<file path="src/rtl/sample_decimator.sv">
// Sample decimator: reduces a signed sample stream by R = 2^log2_ratio, emitting the
// first sample (pick), the floor average, or the min/max pair (peak) of each window.
module sample_decimator #(
    parameter int WIDTH      = 12,
    parameter int MAX_LOG2_R = 8
) (
    input  logic                    clk,
    input  logic                    rst,
    input  logic                    enable,
    input  logic [1:0]              mode,
    input  logic [3:0]              log2_ratio,
    input  logic                    x_valid,
    input  logic signed [WIDTH-1:0] x,
    input  logic                    y_ready,
    output logic                    y_valid,
    output logic signed [WIDTH-1:0] y_lo,
    output logic signed [WIDTH-1:0] y_hi,
    output logic                    overflow
);

    localparam int SW = WIDTH + MAX_LOG2_R;
    localparam int CW = MAX_LOG2_R + 1;

    typedef enum logic {IDLE, RUN} state_t;

    state_t                  r_state, w_state_next;
    logic [1:0]              r_mode;
    logic [3:0]              r_log2;
    logic [CW-1:0]           r_cnt;
    logic signed [SW-1:0]    r_sum;
    logic signed [WIDTH-1:0] r_min, r_max, r_first;
    logic                    r_y_valid, r_overflow;
    logic signed [WIDTH-1:0] r_y_lo, r_y_hi;

    logic                    w_start, w_stop, w_accept, w_first, w_close;
    logic [CW-1:0]           w_last_idx;
    logic signed [SW-1:0]    w_x_ext, w_sum_next, w_avg_full;
    logic signed [WIDTH-1:0] w_min_next, w_max_next, w_pick, w_avg;
    logic signed [WIDTH-1:0] w_res_lo, w_res_hi;

    // NOTE: combinational blocks assign every output a default first so no latch is inferred.
    always_comb begin
        w_state_next = r_state;
        case (r_state)
            IDLE:    if (enable)  w_state_next = RUN;
            RUN:     if (!enable) w_state_next = IDLE;
            default: w_state_next = IDLE;
        endcase
    end

    assign w_start    = (r_state == IDLE) && enable;
    assign w_stop     = (r_state == RUN) && !enable;
    assign w_accept   = (r_state == RUN) && x_valid;
    assign w_first    = (r_cnt == '0);
    assign w_last_idx = (CW'(1) << r_log2) - CW'(1);
    assign w_close    = w_accept && (r_cnt == w_last_idx);

    // Window statistics including the sample accepted this cycle, so a closing
    // window's result can be registered on the same edge.
    assign w_x_ext    = {{MAX_LOG2_R{x[WIDTH-1]}}, x};
    assign w_sum_next = w_first ? w_x_ext : r_sum + w_x_ext;
    assign w_min_next = (w_first || x < r_min) ? x : r_min;
    assign w_max_next = (w_first || x > r_max) ? x : r_max;
    assign w_pick     = w_first ? x : r_first;
    assign w_avg_full = w_sum_next >>> r_log2;
    assign w_avg      = w_avg_full[WIDTH-1:0];

    always_comb begin
        w_res_lo = w_pick;
        w_res_hi = w_pick;
        case (r_mode)
            2'd1: begin
                w_res_lo = w_avg;
                w_res_hi = w_avg;
            end
            2'd2: begin
                w_res_lo = w_min_next;
                w_res_hi = w_max_next;
            end
            default: ;
        endcase
    end

    // NOTE: clocked state uses non-blocking assignments so every register samples pre-edge values.
    always_ff @(posedge clk) begin
        if (rst) begin
            r_state    <= IDLE;
            r_mode     <= '0;
            r_log2     <= '0;
            r_overflow <= 1'b0;
        end else begin
            r_state <= w_state_next;
            if (w_start) begin
                r_mode     <= mode;
                r_log2     <= (int'(log2_ratio) > MAX_LOG2_R) ? 4'(MAX_LOG2_R) : log2_ratio;
                r_overflow <= 1'b0;
            end else if (w_close && r_y_valid && !y_ready) begin
                r_overflow <= 1'b1;
            end
        end
    end

    always_ff @(posedge clk) begin
        if (rst || r_state == IDLE || w_stop) begin
            r_cnt   <= '0;
            r_sum   <= '0;
            r_min   <= '0;
            r_max   <= '0;
            r_first <= '0;
        end else if (w_accept) begin
            r_cnt   <= w_close ? '0 : r_cnt + CW'(1);
            r_sum   <= w_sum_next;
            r_min   <= w_min_next;
            r_max   <= w_max_next;
            r_first <= w_pick;
        end
    end

    // A pending result is only replaced when it is consumed in the same cycle.
    always_ff @(posedge clk) begin
        if (rst) begin
            r_y_valid <= 1'b0;
            r_y_lo    <= '0;
            r_y_hi    <= '0;
        end else if (w_close && (!r_y_valid || y_ready)) begin
            r_y_valid <= 1'b1;
            r_y_lo    <= w_res_lo;
            r_y_hi    <= w_res_hi;
        end else if (r_y_valid && y_ready) begin
            r_y_valid <= 1'b0;
        end
    end

    assign y_valid  = r_y_valid;
    assign y_lo     = r_y_lo;
    assign y_hi     = r_y_hi;
    assign overflow = r_overflow;

endmodule

</file>
<file path="config.mk">
export PLATFORM = sky130hd
export DESIGN_NAME = sample_decimator
export DESIGN_NICKNAME = d
export VERILOG_FILES = /design/src/rtl/sample_decimator.sv
export SDC_FILE = /design/constraint.sdc
export NUM_CORES = 1
export LEC_CHECK = 0
export ABC_CLOCK_PERIOD_IN_PS = 9800
export CORE_MARGIN = 2
export CORE_UTILIZATION = 65
export CTS_CLUSTER_SIZE = 8
export DETAILED_ROUTE_END_ITERATION = 16
export PLACE_DENSITY_LB_ADDON = 0.3
export REMOVE_ABC_BUFFERS = 1
export SYNTH_ARGS = -nofsm -noshare
export SYNTH_HDL_FRONTEND = slang
export SYNTH_SLANG_ARGS = --single-unit
</file>
<file path="constraint.sdc">
create_clock -name clk -period 9.8 [get_ports clk]
set_input_delay 1.47 -clock clk [delete_from_list [all_inputs] [get_ports clk]]
set_output_delay 1.47 -clock clk [all_outputs]
set_load 0.05 [all_outputs]
</file>
# == Yosys cells after proc, flatten, opt, wreduce, memory -nomap -nowiden ==
# Cells that the tools add are included.
# totals
in_bits,23
out_inout_bits,26
register_bits,98
# classes
mux,11
add_sub_neg,3
n_bitwise,1
n_reduce_logical,19
n_lt_le_gt_ge,3
eq_ne,3
shift,2
# ops
operator,count
12-bit one-hot mux with 2 select lines,2
12-bit two-way mux,3
20-bit by 12-bit adder with 20-bit output,1
20-bit two-way mux,1
20-bit by 4-bit >>> shifter with 12-bit output,1
12-bit greater-than comparator,1
12-bit less-than comparator,1
9-bit by 1-bit adder with 9-bit output (second input constant),1
9-bit == test,1
9-bit logical NOT,1
9-bit two-way mux,1
1-bit by 4-bit left shift with 9-bit output (first input constant),1
9-bit by 2-bit subtractor with 9-bit output (second input constant),1
1-bit logical AND,8
1-bit logical OR,5
4-bit greater-than comparator (second input constant),1
4-bit two-way mux,1
1-bit logical NOT,3
1-bit two-way mux,3
2-bit by 1-bit == test with 1-bit output (second input constant),1
2-bit == test (second input constant),1
2-bit nonzero test,1
2-bit OR reduction,1
1-bit inverter,1

# == Longest topological paths before layout ==
# logic_depth
depth_word,6
mapped_depth,19

# == Worst setup path after synthesis ==
# No wires, ideal clock.
# synth_timing
path_type,input-to-reg
from,in x[0]
to,"reg r_y_hi[7], in the netlist y_hi[7]"
required_ns,9.680
setup_time_ns,0.120
stages,13
path_slack_ns,5.430
path_buffers,0
arrival_time_ns,4.250
cell_sequence,ha_1 inv_1 fa_1 nand2b_1 a21o_1 a2111oi_2 nor2_1 a2111oi_4 nand2_1 a32oi_1 nand2_1 and3_1 o31a_1
# synth_via
elab_chain_len,4
elab_cells_between_ends,7
classes_between,add/sub (1); order compare (1); shift (1); mux (3); reduce/logical (1)
# synth_rtl
element,line_no,source
"start, declared",13,"input logic signed [WIDTH-1:0] x,"
20-bit by 12-bit adder with 20-bit output / 12-bit greater-than comparator (equally long branches),"61, 63",
20-bit two-way mux / 1-bit logical OR (equally long branches),"61, 63",
20-bit by 4-bit >>> shifter with 12-bit output / 12-bit two-way mux (equally long branches),"65, 63",
12-bit one-hot mux with 2 select lines *,71,case (r_mode)
"end signal, assigned",128,r_y_hi <= w_res_hi;
"end, declared",33,"logic signed [WIDTH-1:0] r_y_lo, r_y_hi;"
# Mark *: on every way between the ends. The rest lies on a longest branch, timed or not.
# A chain may end at the register's enable or synchronous reset.

# == Worst setup path after layout ==
# layout_timing
from,in x[11]
to,"reg r_y_lo[5], in the netlist y_lo[5]"
# layout_via
elab_chain_len,4
elab_cells_between_ends,7
classes_between,add/sub (1); order compare (1); shift (1); mux (3); reduce/logical (1)
# layout_rtl
element,line_no,source
20-bit by 12-bit adder with 20-bit output / 12-bit less-than comparator (equally long branches),"61, 62",
20-bit two-way mux / 1-bit logical OR (equally long branches),"61, 62",
20-bit by 4-bit >>> shifter with 12-bit output / 12-bit two-way mux (equally long branches),"65, 62",
12-bit one-hot mux with 2 select lines *,71,
"end signal, assigned",127,r_y_lo <= w_res_lo;
"end, declared",33,
# Marks and branches as above.

==> metrics <==
Req. time, crit path=10.04 ns; Die Width=112.1 um; cell count after placement=around 1100; PD cells=120.0 nW/um2; synthesis-to-layout area growth=10.70%; # DRC=0; routed len/inst=roughly 22 um; core area=11420 um2; Critical Path AT=5.90 ns; # IOs=49; crit-path max FO=23; Tmin final=between 5 and 6 ns; post-cts resize count=0; post-CTS repair timing setup buffer count=0; Core Rows=39; slew margin rel.=about 29%; Clk Latency, worst-skew pair=0.36 ns; Fmax=176.6 MHz; fin nets=1060; crit path kind=in2reg; via/cell ratio=6.992; async set-reset flop share out of synthesis=0%; DIE AREA=12560 um2; Antenna Violating Nets Remaining=0; final setup TNS=0 ns; Worst Hold Class=reg2reg; Synth Flop Type=dfxtp_1; library cells used by synthesis=79; crit share post-route=57.77%; I/O Buffers=48; Ant. Diodes=0; CTS Hold Bufs=0; crit start category=input port; Yosys warnings=0; RSZ-0062 raised after global routing=no; number of global-route vias before repair=7499; Setup Skew=slightly below 0.006 ns; total number of vias=7950; Final Max Tran Viols=0; Worst setup EP type=register; Mapped Cells=986; leakage power=around 3.2 nW; antenna violations before repair=0; status=complete, no violations; GRT overflow=0; fin cells=between 1000 and 1500; pin count of the biggest net entering global routing=57; gpl congestion=just over 1; clk slew on worst S/H paths=0.07 ns; CTS Root Cell=clkbuf_16; Initial Util=between 60% and 70%; routed wire length=24490 um; total CTS buffers=9; initial DRC count=1110; Worst VDD drop=0.0001244 V; CTS Buffer Depth=2; Max-Cap Viols=0; flops & latches, synth=98; GRT Overall Usage=38.90%; Sink Count=98; Die H=112.1 um; most frequent cells in the layout=104 x nand2_1, 98 x dfxtp_1, 90 x nor2_1; First-pass DRT Iterations=6; Worst Hold Slack=between 0.4 and 0.5 ns; Final setup viols=0; commonest non-fill, non-tap cell in the layout=nand2_1; dpl hpwl=17240 um; Clock H-tree levels=3; CTS tree=built; Synth Cell Area=7592 um2; Hold Vio Cnt, Final=0; ratio of cells with drive above 1 in the final layout=8.551%; Worst Max-Slew Pin Slew=1.069 ns; Avg Cell Area, Syn=7.700 um2; EDFF count, synth=0; sequential element share of the synthesized area=25.84%; first-pass GRT wire length=39200 um
[cell families (layout without fill, tap and decap cells)]
logic type / Yosys count / count (layout) / synth area share, %
AO/OA/AOI/OAI: 343 / 343 / 31.49
AND/OR/NAND/NOR: 319 / 319 / 19.94
buffers and inverters: 109 / 117 / 5.554
flip-flops: 98 / 98 / 25.84
adder cells (fa/ha/maj): 48 / 48 / 8.009
multiplexers: 48 / 48 / 6.740
XOR/XNOR: 21 / 21 / 2.423
[sequential cells by signal, summed over array words and instances (netlist names)]
| register | cells |
|---|---|
| r_max | 12 |
| y_valid | 1 |
| r_mode | 2 |
| r_min | 12 |
| y_hi | 12 |
| overflow | 1 |
| r_log2 | 4 |
| r_first | 12 |
| r_sum | 20 |
| r_state | 1 |
| r_cnt | 9 |
| y_lo | 12 |
[area by class of cell]
class	count	area, um2
clock buffers	9	225.2
clock inverters	7	100.1
fillers	903	3014
inverters	39	146.4
multi-input cells	779	5211
flip-flops and latches	98	1962
well taps	143	178.9
repair buffers	62	580.6
[worst paths after layout]
kind,slack (ns),start,depth (start not counted),endpoint
worst max-delay path,4.14,x[11],11,y_lo[5]
worst min-delay path,0.49,r_mode[0],2,r_mode[0]
worst min register to register,0.49,r_mode[0],2,r_mode[0]
worst max register to register,5.16,r_log2[2],14,y_hi[10]
[synthesized netlist by cell type (all sizes together) (13+ instances only)]
library cell	n	area share, %
o221a	14	2.1
a21oi	87	5.8
nor2	91	4.5
dfxtp	98	26
nand3	25	1.6
nand2	105	5.2
a31oi	30	2.5
buf	15	0.91
o21ai	63	4.2
o21a	15	1.5
a211oi	28	2.8
clkbuf	55	2.7
xor2	13	1.5
mux2	15	2.2
inv	38	1.9
nor3	21	1.5
mux2i	32	4.2
ha	47	7.7
[power by group]
group	internal [mW]	leakage [nW]	switching, mW
clock	0.226	0.154	0.172
sequential	0.405	0.792	0.00723
combinational	0.0704	2.23	0.129
[routing by layer]
metal | track usage (%) | part of all wire, % | vias up
met3 | 5.778 | 8.7 | 91
met2 | 61.01 | 45 | 494
li1 | - | - | 3678
met5 | 0 | 0 | -
met1 | 51.44 | 41 | 3687
met4 | 22.20 | 4.6 | 0
[critical path, stage by stage]
cell and delay [ns]:
clkdlybuf4s50_1 0.98, ha_1 0.84, nand2_1 0.24, a2111oi_2 0.50, nor2_1 0.18, a2111oi_4 0.48, o22ai_1 0.18, a211oi_1 0.26
o21ai_0 0.17, a311oi_1 0.47, a21oi_1 0.13
[stage by stage]
step	area (um2)	util (%)	setup WS, ns	power, mW
6_report	8404	73.60	4.138	1.009
5_1_grt	8404	73.60	3.921	1.043
4_1_cts	8404	73.60	4.269	1.004
3_5_place_dp	8079	70.75	3.929	0.6113
3_3_place_gp	8079	70.75	4.051	0.6095
2_1_floorplan	7317	-	5.005	0.5435
No activity file was read; power rests on OpenSTA's default activity.
